$ cat config.mk
export PLATFORM = sky130hd
export DESIGN_NAME = div_issue_ctrl
export DESIGN_NICKNAME = d
export VERILOG_FILES = /design/src/rtl/div_issue_ctrl.sv
export SDC_FILE = /design/constraint.sdc
export NUM_CORES = 1
export LEC_CHECK = 0
export BUFFER_PORTS_ARGS = -buffer_cell sky130_fd_sc_hd__buf_2
export CAP_MARGIN = 20
export CORE_UTILIZATION = 50
export CTS_CLUSTER_SIZE = 24
export DETAILED_ROUTE_END_ITERATION = 10
export PLACE_DENSITY = 0.69
export SLEW_MARGIN = 5
export SYNTH_ARGS = -nofsm -noshare
export SYNTH_HDL_FRONTEND = slang
export SYNTH_SLANG_ARGS = --single-unit
$ cat constraint.sdc
create_clock -name clk -period 7.45 [get_ports clk]
set_clock_uncertainty 0.15 [all_clocks]
set_input_delay 0.745 -clock clk [delete_from_list [all_inputs] [get_ports clk]]
set_output_delay 0.745 -clock clk [all_outputs]
set_load 0.005 [all_outputs]
$ cat src/rtl/div_issue_ctrl.sv
// Shared iterative divider sequencer for div.w/mod.w/div.wu/mod.wu in EX.
// Radix-2^ITER restoring shift-subtract loop; holds the result until MEM accepts it.
module div_issue_ctrl #(
  parameter int DATA_W = 32,
  parameter int ITER   = 1
) (
  input  logic              clk,
  input  logic              reset,
  input  logic              div_valid,
  input  logic [1:0]        div_op,
  input  logic [DATA_W-1:0] src1,
  input  logic [DATA_W-1:0] src2,
  input  logic              flush,
  input  logic              out_ready,
  output logic              in_ready,
  output logic              out_valid,
  output logic [DATA_W-1:0] result,
  output logic              busy,
  output logic              ex_stall
);

  localparam int STEPS = DATA_W / ITER;
  localparam int CNT_W = (STEPS > 1) ? $clog2(STEPS) : 1;
  localparam logic [CNT_W-1:0] LAST = CNT_W'(STEPS - 1);

  typedef enum logic [1:0] {IDLE, CALC, DONE} state_t;

  state_t            state_q, state_d;
  logic [CNT_W-1:0]  cnt_q, cnt_d;
  logic [DATA_W-1:0] rem_q, rem_d;
  logic [DATA_W-1:0] quo_q, quo_d;
  logic [DATA_W-1:0] dvsr_q, dvsr_d;
  logic [DATA_W-1:0] result_q, result_d;
  logic              op_rem_q, op_rem_d;
  logic              q_neg_q, q_neg_d;
  logic              r_neg_q, r_neg_d;

  logic              fire;
  logic              is_signed, s1_neg, s2_neg, div_zero;
  logic [DATA_W-1:0] abs1, abs2;
  logic [DATA_W-1:0] step_rem, step_quo;
  logic [DATA_W-1:0] fix_quo, fix_rem;

  assign fire = div_valid & (state_q == IDLE) & ~flush;

  always_ff @(posedge clk) begin
    if (reset) state_q <= IDLE;
    else       state_q <= state_d;
  end

  always_comb begin
    state_d = state_q;
    if (flush) begin
      state_d = IDLE;
    end else begin
      case (state_q)
        IDLE:    if (fire)          state_d = CALC;
        CALC:    if (cnt_q == LAST) state_d = DONE;
        DONE:    if (out_ready)     state_d = IDLE;
        default:                    state_d = IDLE;
      endcase
    end
  end

  always_comb begin
    in_ready  = (state_q == IDLE);
    out_valid = (state_q == DONE);
    busy      = (state_q != IDLE);
    ex_stall  = div_valid & ~((state_q == DONE) & out_ready);
    result    = result_q;
  end

  // Divide-by-zero runs unsigned so the loop itself yields all-ones / raw src1.
  always_comb begin
    is_signed = ~div_op[1];
    s1_neg    = is_signed & src1[DATA_W-1];
    s2_neg    = is_signed & src2[DATA_W-1];
    div_zero  = (src2 == '0);
    abs1      = (s1_neg & ~div_zero) ? -src1 : src1;
    abs2      = s2_neg ? -src2 : src2;
  end

  always_comb begin
    logic [DATA_W:0] part;
    part     = '0;
    step_rem = rem_q;
    step_quo = quo_q;
    for (int i = 0; i < ITER; i++) begin
      part     = {step_rem, step_quo[DATA_W-1]};
      step_quo = {step_quo[DATA_W-2:0], 1'b0};
      if (part >= {1'b0, dvsr_q}) begin
        part        = part - {1'b0, dvsr_q};
        step_quo[0] = 1'b1;
      end
      step_rem = part[DATA_W-1:0];
    end
    fix_quo = q_neg_q ? -step_quo : step_quo;
    fix_rem = r_neg_q ? -step_rem : step_rem;
  end

  always_comb begin
    cnt_d    = cnt_q;
    rem_d    = rem_q;
    quo_d    = quo_q;
    dvsr_d   = dvsr_q;
    result_d = result_q;
    op_rem_d = op_rem_q;
    q_neg_d  = q_neg_q;
    r_neg_d  = r_neg_q;
    if (flush) begin
      cnt_d = '0;
    end else if (fire) begin
      cnt_d    = '0;
      rem_d    = '0;
      quo_d    = abs1;
      dvsr_d   = abs2;
      op_rem_d = div_op[0];
      q_neg_d  = ~div_zero & (s1_neg ^ s2_neg);
      r_neg_d  = ~div_zero & s1_neg;
    end else if (state_q == CALC) begin
      rem_d = step_rem;
      quo_d = step_quo;
      cnt_d = cnt_q + CNT_W'(1);
      if (cnt_q == LAST) begin
        result_d = op_rem_q ? fix_rem : fix_quo;
      end
    end
  end

  always_ff @(posedge clk) begin
    if (reset) begin
      cnt_q    <= '0;
      rem_q    <= '0;
      quo_q    <= '0;
      dvsr_q   <= '0;
      result_q <= '0;
      op_rem_q <= 1'b0;
      q_neg_q  <= 1'b0;
      r_neg_q  <= 1'b0;
    end else begin
      cnt_q    <= cnt_d;
      rem_q    <= rem_d;
      quo_q    <= quo_d;
      dvsr_q   <= dvsr_d;
      result_q <= result_d;
      op_rem_q <= op_rem_d;
      q_neg_q  <= q_neg_d;
      r_neg_q  <= r_neg_d;
    end
  end

endmodule

After elaboration in Yosys (flattened, before gate mapping). Index checks and enable logic that the tools add are counted.

Bits in registers: 138. Input bits: 71. Output and inout bits: 36. Word-level logic and storage cells: 61.

$add $sub $neg: 6. Order comparisons: 1. Equal/unequal tests: 6. Muxes and demuxes: 15. Bitwise operators: 14. Reduce and logical (&&, ||, !) cells: 10.

Operators by type and width (number): 32-bit two-way mux (10); 32-bit negator (4); 33-bit by 32-bit greater-or-equal comparator with 1-bit output (1); 32-bit logical NOT (1); 32-bit subtractor (1); 1-bit AND (8); 2-bit two-way mux (3); 2-bit case mux with 3 select lines (1); 5-bit by 1-bit adder with 5-bit output (second input constant) (1); 5-bit == test (second input constant) (1); 1-bit NOT (5); 2-bit by 1-bit != test with 1-bit output (second input constant) (2); 2-bit AND reduction (2); 4-bit AND reduction (1); 2-bit nonzero test (2); 3-bit AND reduction (1); 3-bit OR reduction (1); 2-bit by 1-bit == test with 1-bit output (second input constant) (1); 2-bit == test (second input constant) (1); 2-bit logical NOT (1); 2-bit != test (second input constant) (1); 2-bit OR reduction (1); 1-bit two-way mux (1); 1-bit XOR (1).

Longest topological paths before layout. Gate-level depths: netlist of run 1.

Word-level depth: 5. Gate-level depth with buffers: 24. Mapped depth without buffers: 19.

Worst setup path after synthesis of run 1. OpenSTA, ideal clock, no wires.

Path type: register to register. Start point: register dvsr_q[8]. End point: register result_q[28], in the netlist result[28]. Library setup time: 0.069 ns. Data arrival time: 5.130 ns. Required time: 7.231 ns. Path slack: 2.101 ns. Stages on the path, launching flop included: 25. Path buffers: 6. Clock period less this slack: 5.349 ns. Path through: dfxtp_1 -> inv_1 -> ha_1 -> buf_2 -> nand2_2 -> nor4_2 -> o21ai_2 -> a311o_1 -> buf_6 -> nand2_8 -> buf_6 -> buf_2 -> buf_1 -> mux2i_1 -> ha_1 -> o21ai_0 -> a211oi_1 -> nand2_1 -> nor4b_4 -> o21ai_1 -> or3_1 -> buf_2 -> o311a_1 -> or4_1 -> o21ai_1.

Longest elaborated chain between the ends: 5. Elaborated cells between the ends (all ways): 9. Classes of those cells: 3 x add/sub; 1 x order compare; 5 x mux.

Ends and longest elaborated chain: start, declared (line 32) `logic [DATA_W-1:0] dvsr_q, dvsr_d;`; start signal, assigned (line 144) `dvsr_q <= dvsr_d;`; 32-bit subtractor or 33-bit by 32-bit greater-or-equal comparator with 1-bit output (tied branches) (line 92, 91); 32-bit two-way mux or 1-bit two-way mux (tied branches) (line 91) `if (part >= {1'b0, dvsr_q}) begin`; 32-bit negator, on equally long branches (line 98, 97); 32-bit two-way mux, on equally long branches (line 98, 97); 32-bit two-way mux (*) (line 125) `result_d = op_rem_q ? fix_rem : fix_quo;`; end signal, assigned (line 145) `result_q <= result_d;`; end, declared (line 33) `logic [DATA_W-1:0] result_q, result_d;`.

Mark *: on every way between the ends. The rest lies on a longest branch, timed or not. A chain may end at the register's enable or synchronous reset.

Worst setup path after layout of run 1.
Start point: register rem_q[7]. End point: register result_q[28], in the netlist result[28].

Longest elaborated chain between the ends: 5. Elaborated cells between the ends (all ways): 9. Classes of those cells: 3 x add/sub; 1 x order compare; 5 x mux.

Ends and longest elaborated chain: start, declared (line 30) `logic [DATA_W-1:0] rem_q, rem_d;`; start signal, assigned (line 142) `rem_q <= rem_d;`; 32-bit subtractor or 33-bit by 32-bit greater-or-equal comparator with 1-bit output (tied branches) (line 92, 91); 32-bit two-way mux or 1-bit two-way mux (tied branches) (line 91); 32-bit negator, on equally long branches (line 98, 97); 32-bit two-way mux, on equally long branches (line 98, 97); 32-bit two-way mux (*) (line 125).

Marks and branches as above.

==> results of run 1 <==
[registers in the layout, indices dropped and copies added, names as in the netlist]
signal	count
dvsr_q	32
quo_q	32
rem_q	32
result	32
cnt_q	5
state_q	2
op_rem_q	1
q_neg_q	1
r_neg_q	1
[cells by family after synthesis]
logic type | after synthesis | synth area share (%)
and+or+nand+nor | 570 | 24.8
AOI/OAI and AO/OA | 412 | 26.1
buffers and inverters | 155 | 5.85
DFF | 138 | 25.9
xor gates and xnor gates | 134 | 11.0
adders and majority gates | 39 | 4.65
muxes | 17 | 1.63
[layer usage]
metal | GRT usage, % | wire [µm] | vias up
li1 | - | - | 5341
met1 | 43.4 | 15600 | 5112
met2 | 47.1 | 14700 | 397
met3 | 6.82 | 2480 | 46
met4 | 9.02 | 680 | 0
met5 | 0 | 0 | -
[report_power, final]
group / switching, mW / internal, mW / leakage (nW)
sequential: 0.0341 / 0.765 / 1.12
combinational: 0.351 / 0.194 / 3.12
clock: 0.364 / 0.549 / 0.294
total: 0.749 / 1.51 / 4.54
[path summary, 6_finish.rpt]
path               from  slack, ns    endpoint  depth (start not counted)
max            rem_q[7]       1.51  result[28]                         18
min          result[13]       0.30  result[13]                          2
max reg2reg    rem_q[7]       1.51  result[28]                         18
min reg2reg  result[13]       0.30  result[13]                          2
[worst max-delay path: stages, from the launching register on]
cell and delay (ns):
dfxtp_1 0.37, ha_1 0.47, nand2_2 0.11, nor4_2 0.32
o21ai_2 0.18, a311o_1 0.58, nand2_8 0.38, inv_4 0.23
o21ai_1 0.37, ha_1 0.30, o21ai_0 0.15, a211oi_1 0.28
nand2_1 0.16, nor4b_4 0.28, o21ai_1 0.15, or3_1 0.47
o311a_1 0.36, or4_1 0.46, o21ai_1 0.08
[through the flow]
stage / util, % / setup WS, ns / hold slack (ns)
finish: 56.5 / 1.51 / 0.303
global route: 56.5 / 1.03 / 0.324
CTS: 56.3 / 1.61 / 0.307
detailed placement: 53.4 / 1.64 / 0.297
global placement: 53.4 / 1.81 / 0.291
floorplan: - / 2.10 / 0.282
[layout make-up]
class                   count  area (µm²)  share of cell area, %
multi-input cells        1172        7280                   61.5
flip-flops and latches    138        2760                   23.3
repair buffers            116         628                   5.31
clock buffers              20         457                   3.86
well taps                 275         344                   2.91
inverters                  55         209                   1.77
clock inverters            12         161                   1.36
[cells in the final DEF (no fill, tap or decap), types with 10 or more instances in the layout]
cell type,n
nand3_1,35
dfxtp_1,138
a211oi_1,42
inv_1,54
a21oi_1,91
and3_1,14
a21o_1,13
xnor2_1,70
a31oi_1,40
or3_1,29
buf_4,10
buf_2,105
nand4_1,12
clkbuf_16,17
ha_1,38
o21ai_0,67
o31ai_1,30
nor3_1,40
xor2_1,64
nor2_1,197
nor4_1,14
nand2_1,175
mux2i_1,14
a311oi_1,35
==> flow_metrics.tcl, run 1 <==
set metrics [dict create \
    maxCapViolations 0 \
    place_inst 1754 \
    clock_sinks 138 \
    fp-row-count 53 \
    stdcell_area_um2 11800 \
    yosys.area.top_type "dfxtp_1" \
    slew_headroom_pct 30.1 \
    io_pins 107 \
    setup_violations 0 \
    finalMaxSlewViolations 0 \
    grt_antenna_before_repair 0 \
    wl_per_cell_um 18.7 \
    grt_util_all_layers_pct 30.9 \
    post_cts_resize_count 0 \
    crit_path_start_kind "register" \
    ys_async_sr_fraction_pct 0 \
    firstDrtPassIters 5 \
    areaGrowthSynthToFinish_pct 11.2 \
    postRouteAntennaNets 0 \
    synth.most_common_cell "nor2_1" \
    grt_first_pass_wirelength_um 53000 \
    ys_ff_latch 138 \
    grt_pass1_vias 9677 \
    leakage_nw 4.54 \
    crit_fanout 47 \
    fmax_mhz 168 \
    port-buffer-count 106 \
    initial_core_util_pct 50.8 \
    crit_path_end_kind "register" \
    clk_path_buf_depth 2 \
    vias_per_cell 6.09 \
    clk_pin_slew_ns 0.06 \
    avgSynthCellArea_um2 7.27 \
    cts-root-buf "clkbuf_16" \
    routed-via-count 10900 \
    worstSetupPathType "register to register" \
    netlist_instances 1465 \
    hold_violations 0 \
    ys_top_cells_by_area "dfxtp_1 (26%), nor2_1 (7.0%), nand2_1 (6.2%), xnor2_1 (5.8%), xor2_1 (5.3%)" \
    synth_ff_type "dfxtp_1" \
    fin_cells 1788 \
    dieArea_um2 21900 \
    drc 0 \
    synth_fp_nets 1575 \
    rsz0062_at_grt "false" \
    synth_common_cells "nor2_1 (198), nand2_1 (175), dfxtp_1 (138)" \
    synth.top_cell.area_share_pct 25.9 \
    hpwl_um 24600 \
    antennaDiodeCount 0 \
    fin_crit_ns 5.94 \
    nNetsFinal 1610 \
    grt_start_max_net_pins 106 \
    holdBufCountCts 0 \
    vdd_drop_max_mv 0.164 \
    worst_ep_arrival_time_ns 6.16 \
    status "completed" \
    synth-warning-count 0 \
    clk_latency_ns 0.44 \
    placed_cell_area_um2 11200 \
    fin_crit_sh_pct 79.8 \
    holdCritPathClass "register to register" \
    worstMarginPinSlew_ns 1.04 \
    numCtsBuffers 17 \
    cts_tree "done" \
    netlist_area_um2 10600 \
    cts_max_level 4 \
    yosysUniqueCellTypes 76 \
    nFillCells 2093 \
    drive_above_1_share_pct 11.2 \
    powerDensity_nw_per_um2 191 \
    dieHeight_um 148 \
    fin_tns_setup_ns 0 \
    synth_edf_count 0 \
    dieWidth_um 148 \
    cp_data_required_time_ns 7.67 \
    routed_wirelength_um 33500 \
    coreArea_um2 21000 \
    seq_area_frac_synth_pct 25.9 \
    drtIter0Drc 986 \
    p_total_mw 2.26 \
    grt.overflow.total 0 \
    cts_setup_buffers 0 \
    place_congestion 0.962 \
]
Power figures use the tool's default switching activity.
==> inputs of run 2 (changes only) <==
- ABC_AREA: unset -> 1
- PLACE_DENSITY: 0.69 -> 0.72
- clock period: 7.45 -> 5 ns (I/O delays scaled with it)
==> flow_metrics.tcl, run 2 <==
set metrics [dict create \
    ys_top_cells_by_area "dfxtp_1 (24%), nand2_1 (15%), a21oi_1 (8.4%), inv_1 (7.7%), o21ai_0 (7.1%)" \
    cts-root-buf "clkbuf_16" \
    worstSetupPathType "register to register" \
    grt_first_pass_wirelength_um 62800 \
    ys_ff_latch 138 \
    cp_data_required_time_ns 5.17 \
    synth-warning-count 0 \
    clk_path_buf_depth 2 \
    maxCapViolations 0 \
    worst_ep_arrival_time_ns 4.53 \
    crit_path_end_kind "register" \
    vdd_drop_max_mv 0.164 \
    coreArea_um2 22600 \
    clk_pin_slew_ns 0.06 \
    drtIter0Drc 1615 \
    holdCritPathClass "input port to register" \
    fp-row-count 55 \
    postRouteAntennaNets 0 \
    hpwl_um 30400 \
    drc 0 \
    placed_cell_area_um2 12200 \
    ys_async_sr_fraction_pct 0 \
    io_pins 107 \
    clk_latency_ns 0.45 \
    status "completed" \
    seq_area_um2 2760 \
    avgSynthCellArea_um2 6.02 \
    synth.top_cell.area_share_pct 23.9 \
    wl_per_cell_um 17.4 \
    crit_fanout 19 \
    seq_area_frac_synth_pct 23.9 \
    leakage_nw 6.34 \
    areaGrowthSynthToFinish_pct 11.4 \
    fin_tns_setup_ns 0 \
    final_common_cell "nand2_1" \
    setup_violations 0 \
    dieWidth_um 154 \
    hold_violations 0 \
    grt_pass1_vias 11500 \
    powerDensity_nw_per_um2 274 \
    worstMarginPinSlew_ns 0.952 \
    grt_util_all_layers_pct 34.0 \
    fin_cells 2281 \
    nFillCells 2279 \
    place_inst 2250 \
    finalMaxSlewViolations 0 \
    holdBufCountCts 0 \
    routed-via-count 12800 \
    yosysUniqueCellTypes 54 \
    dieHeight_um 154 \
    port-buffer-count 106 \
    drive_above_1_share_pct 12.3 \
    netlist_instances 1921 \
    fin_crit_ns 4.36 \
    grt.overflow.total 0 \
    clock_sinks 138 \
    synth_fp_nets 2031 \
    stdcell_area_um2 12900 \
    initial_core_util_pct 51.0 \
    grt_start_max_net_pins 90 \
    p_total_mw 3.53 \
    synth_ff_type "dfxtp_1" \
    vias_per_cell 5.63 \
    routed_wirelength_um 39700 \
    yosys.area.top_type "dfxtp_1" \
    cts_max_level 4 \
    cts_tree "done" \
    rsz0062_at_grt "false" \
    synth_edf_count 0 \
    slew_headroom_pct 36.6 \
    fmax_mhz 229 \
    grt_antenna_before_repair 1 \
    fin_crit_sh_pct 87.2 \
    synth.most_common_cell "nand2_1" \
    dieArea_um2 23700 \
    multi_input_area_um2 7530 \
    netlist_area_um2 11600 \
    crit_path_start_kind "register" \
    place_congestion 0.982 \
    nNetsFinal 2094 \
    layout_common_cells "nand2_1 (473), inv_1 (236), a21oi_1 (195)" \
    antennaDiodeCount 0 \
    firstDrtPassIters 6 \
    synth_common_cells "nand2_1 (473), inv_1 (237), a21oi_1 (195)" \
    numCtsBuffers 17 \
]
[run 2: logic make-up after synthesis]
group | count (synthesis) | synth area share (%)
adders and majority gates | 39 | 4.29
buffers and inverters | 325 | 11.1
and+or+nand+nor | 918 | 35.2
DFF | 138 | 23.9
AOI/OAI and AO/OA | 432 | 20.3
xor gates and xnor gates | 69 | 5.23
[run 2: worst paths after layout]
kind	start	to	slack (ns)	cells past startpoint
max reg2reg	dvsr_q[30]	result[28]	0.64	23
min reg2reg	result[0]	result[0]	0.31	2
min	out_ready	state_q[1]	0.17	4
max	dvsr_q[30]	result[28]	0.64	23
[run 2: cell type report]
| cell class | count | share of cell area [%] |
|---|---|---|
| Sequential cell | 138 | 21.5 |
| Clock buffer | 18 | 3.33 |
| Tap cell | 285 | 2.77 |
| Multi-Input combinational cell | 1458 | 58.5 |
| Clock inverter | 13 | 1.88 |
| Timing Repair Buffer | 116 | 4.70 |
| Inverter | 253 | 7.37 |
[run 2: layer usage]
| metal | part of all wire (%) | GRT usage [%] | vias to the layer above |
|---|---|---|---|
| li1 | - | - | 6396 |
| met1 | 46 | 49.6 | 5791 |
| met2 | 42 | 50.3 | 579 |
| met3 | 8.8 | 6.31 | 65 |
| met4 | 2.3 | 10.0 | 2 |
| met5 | 0.033 | 0 | - |
[run 2: per-stage QoR]
step           setup slack, ns  hold slack (ns)  utilization [%]
6_report                 0.641            0.173             56.9
2_1_floorplan             1.29            0.295                -
3_3_place_gp             0.649            0.303             53.9
4_1_cts                  0.566            0.168             56.9
5_1_grt                 0.0408            0.201             56.9
3_5_place_dp             0.600            0.306             53.9
[run 2: power breakdown]
part	leakage [nW]	switching [mW]	internal, mW	total, mW
Sequential	1.12	0.0379	1.14	1.18
Clock	0.325	0.546	0.939	1.49
Combinational	4.89	0.607	0.262	0.869
[run 2: critical path, stage by stage (launching register included)]
cell	delay (ns)
dfxtp_1	0.31
inv_1	0.05
ha_1	0.39
a21oi_1	0.22
o21ai_0	0.12
a21oi_1	0.18
nand2_2	0.13
nor2_8	0.32
nand2_8	0.16
inv_2	0.16
ha_1	0.21
nand3_1	0.11
nor3_1	0.24
nand3_1	0.16
nor3_2	0.22
nand2_1	0.11
inv_1	0.11
nand3_1	0.10
nor3_1	0.22
a21oi_1	0.12
o21ai_0	0.18
a21oi_1	0.06
nor2_1	0.12
a21oi_2	0.07
[run 2: repair_timing]
| item | in CTS | in global routing |
|---|---|---|
| setup buffers | 0 | 0 |
| resized for setup | 0 | 1 |
| endpoints found under the setup margin | 0 | 2 |
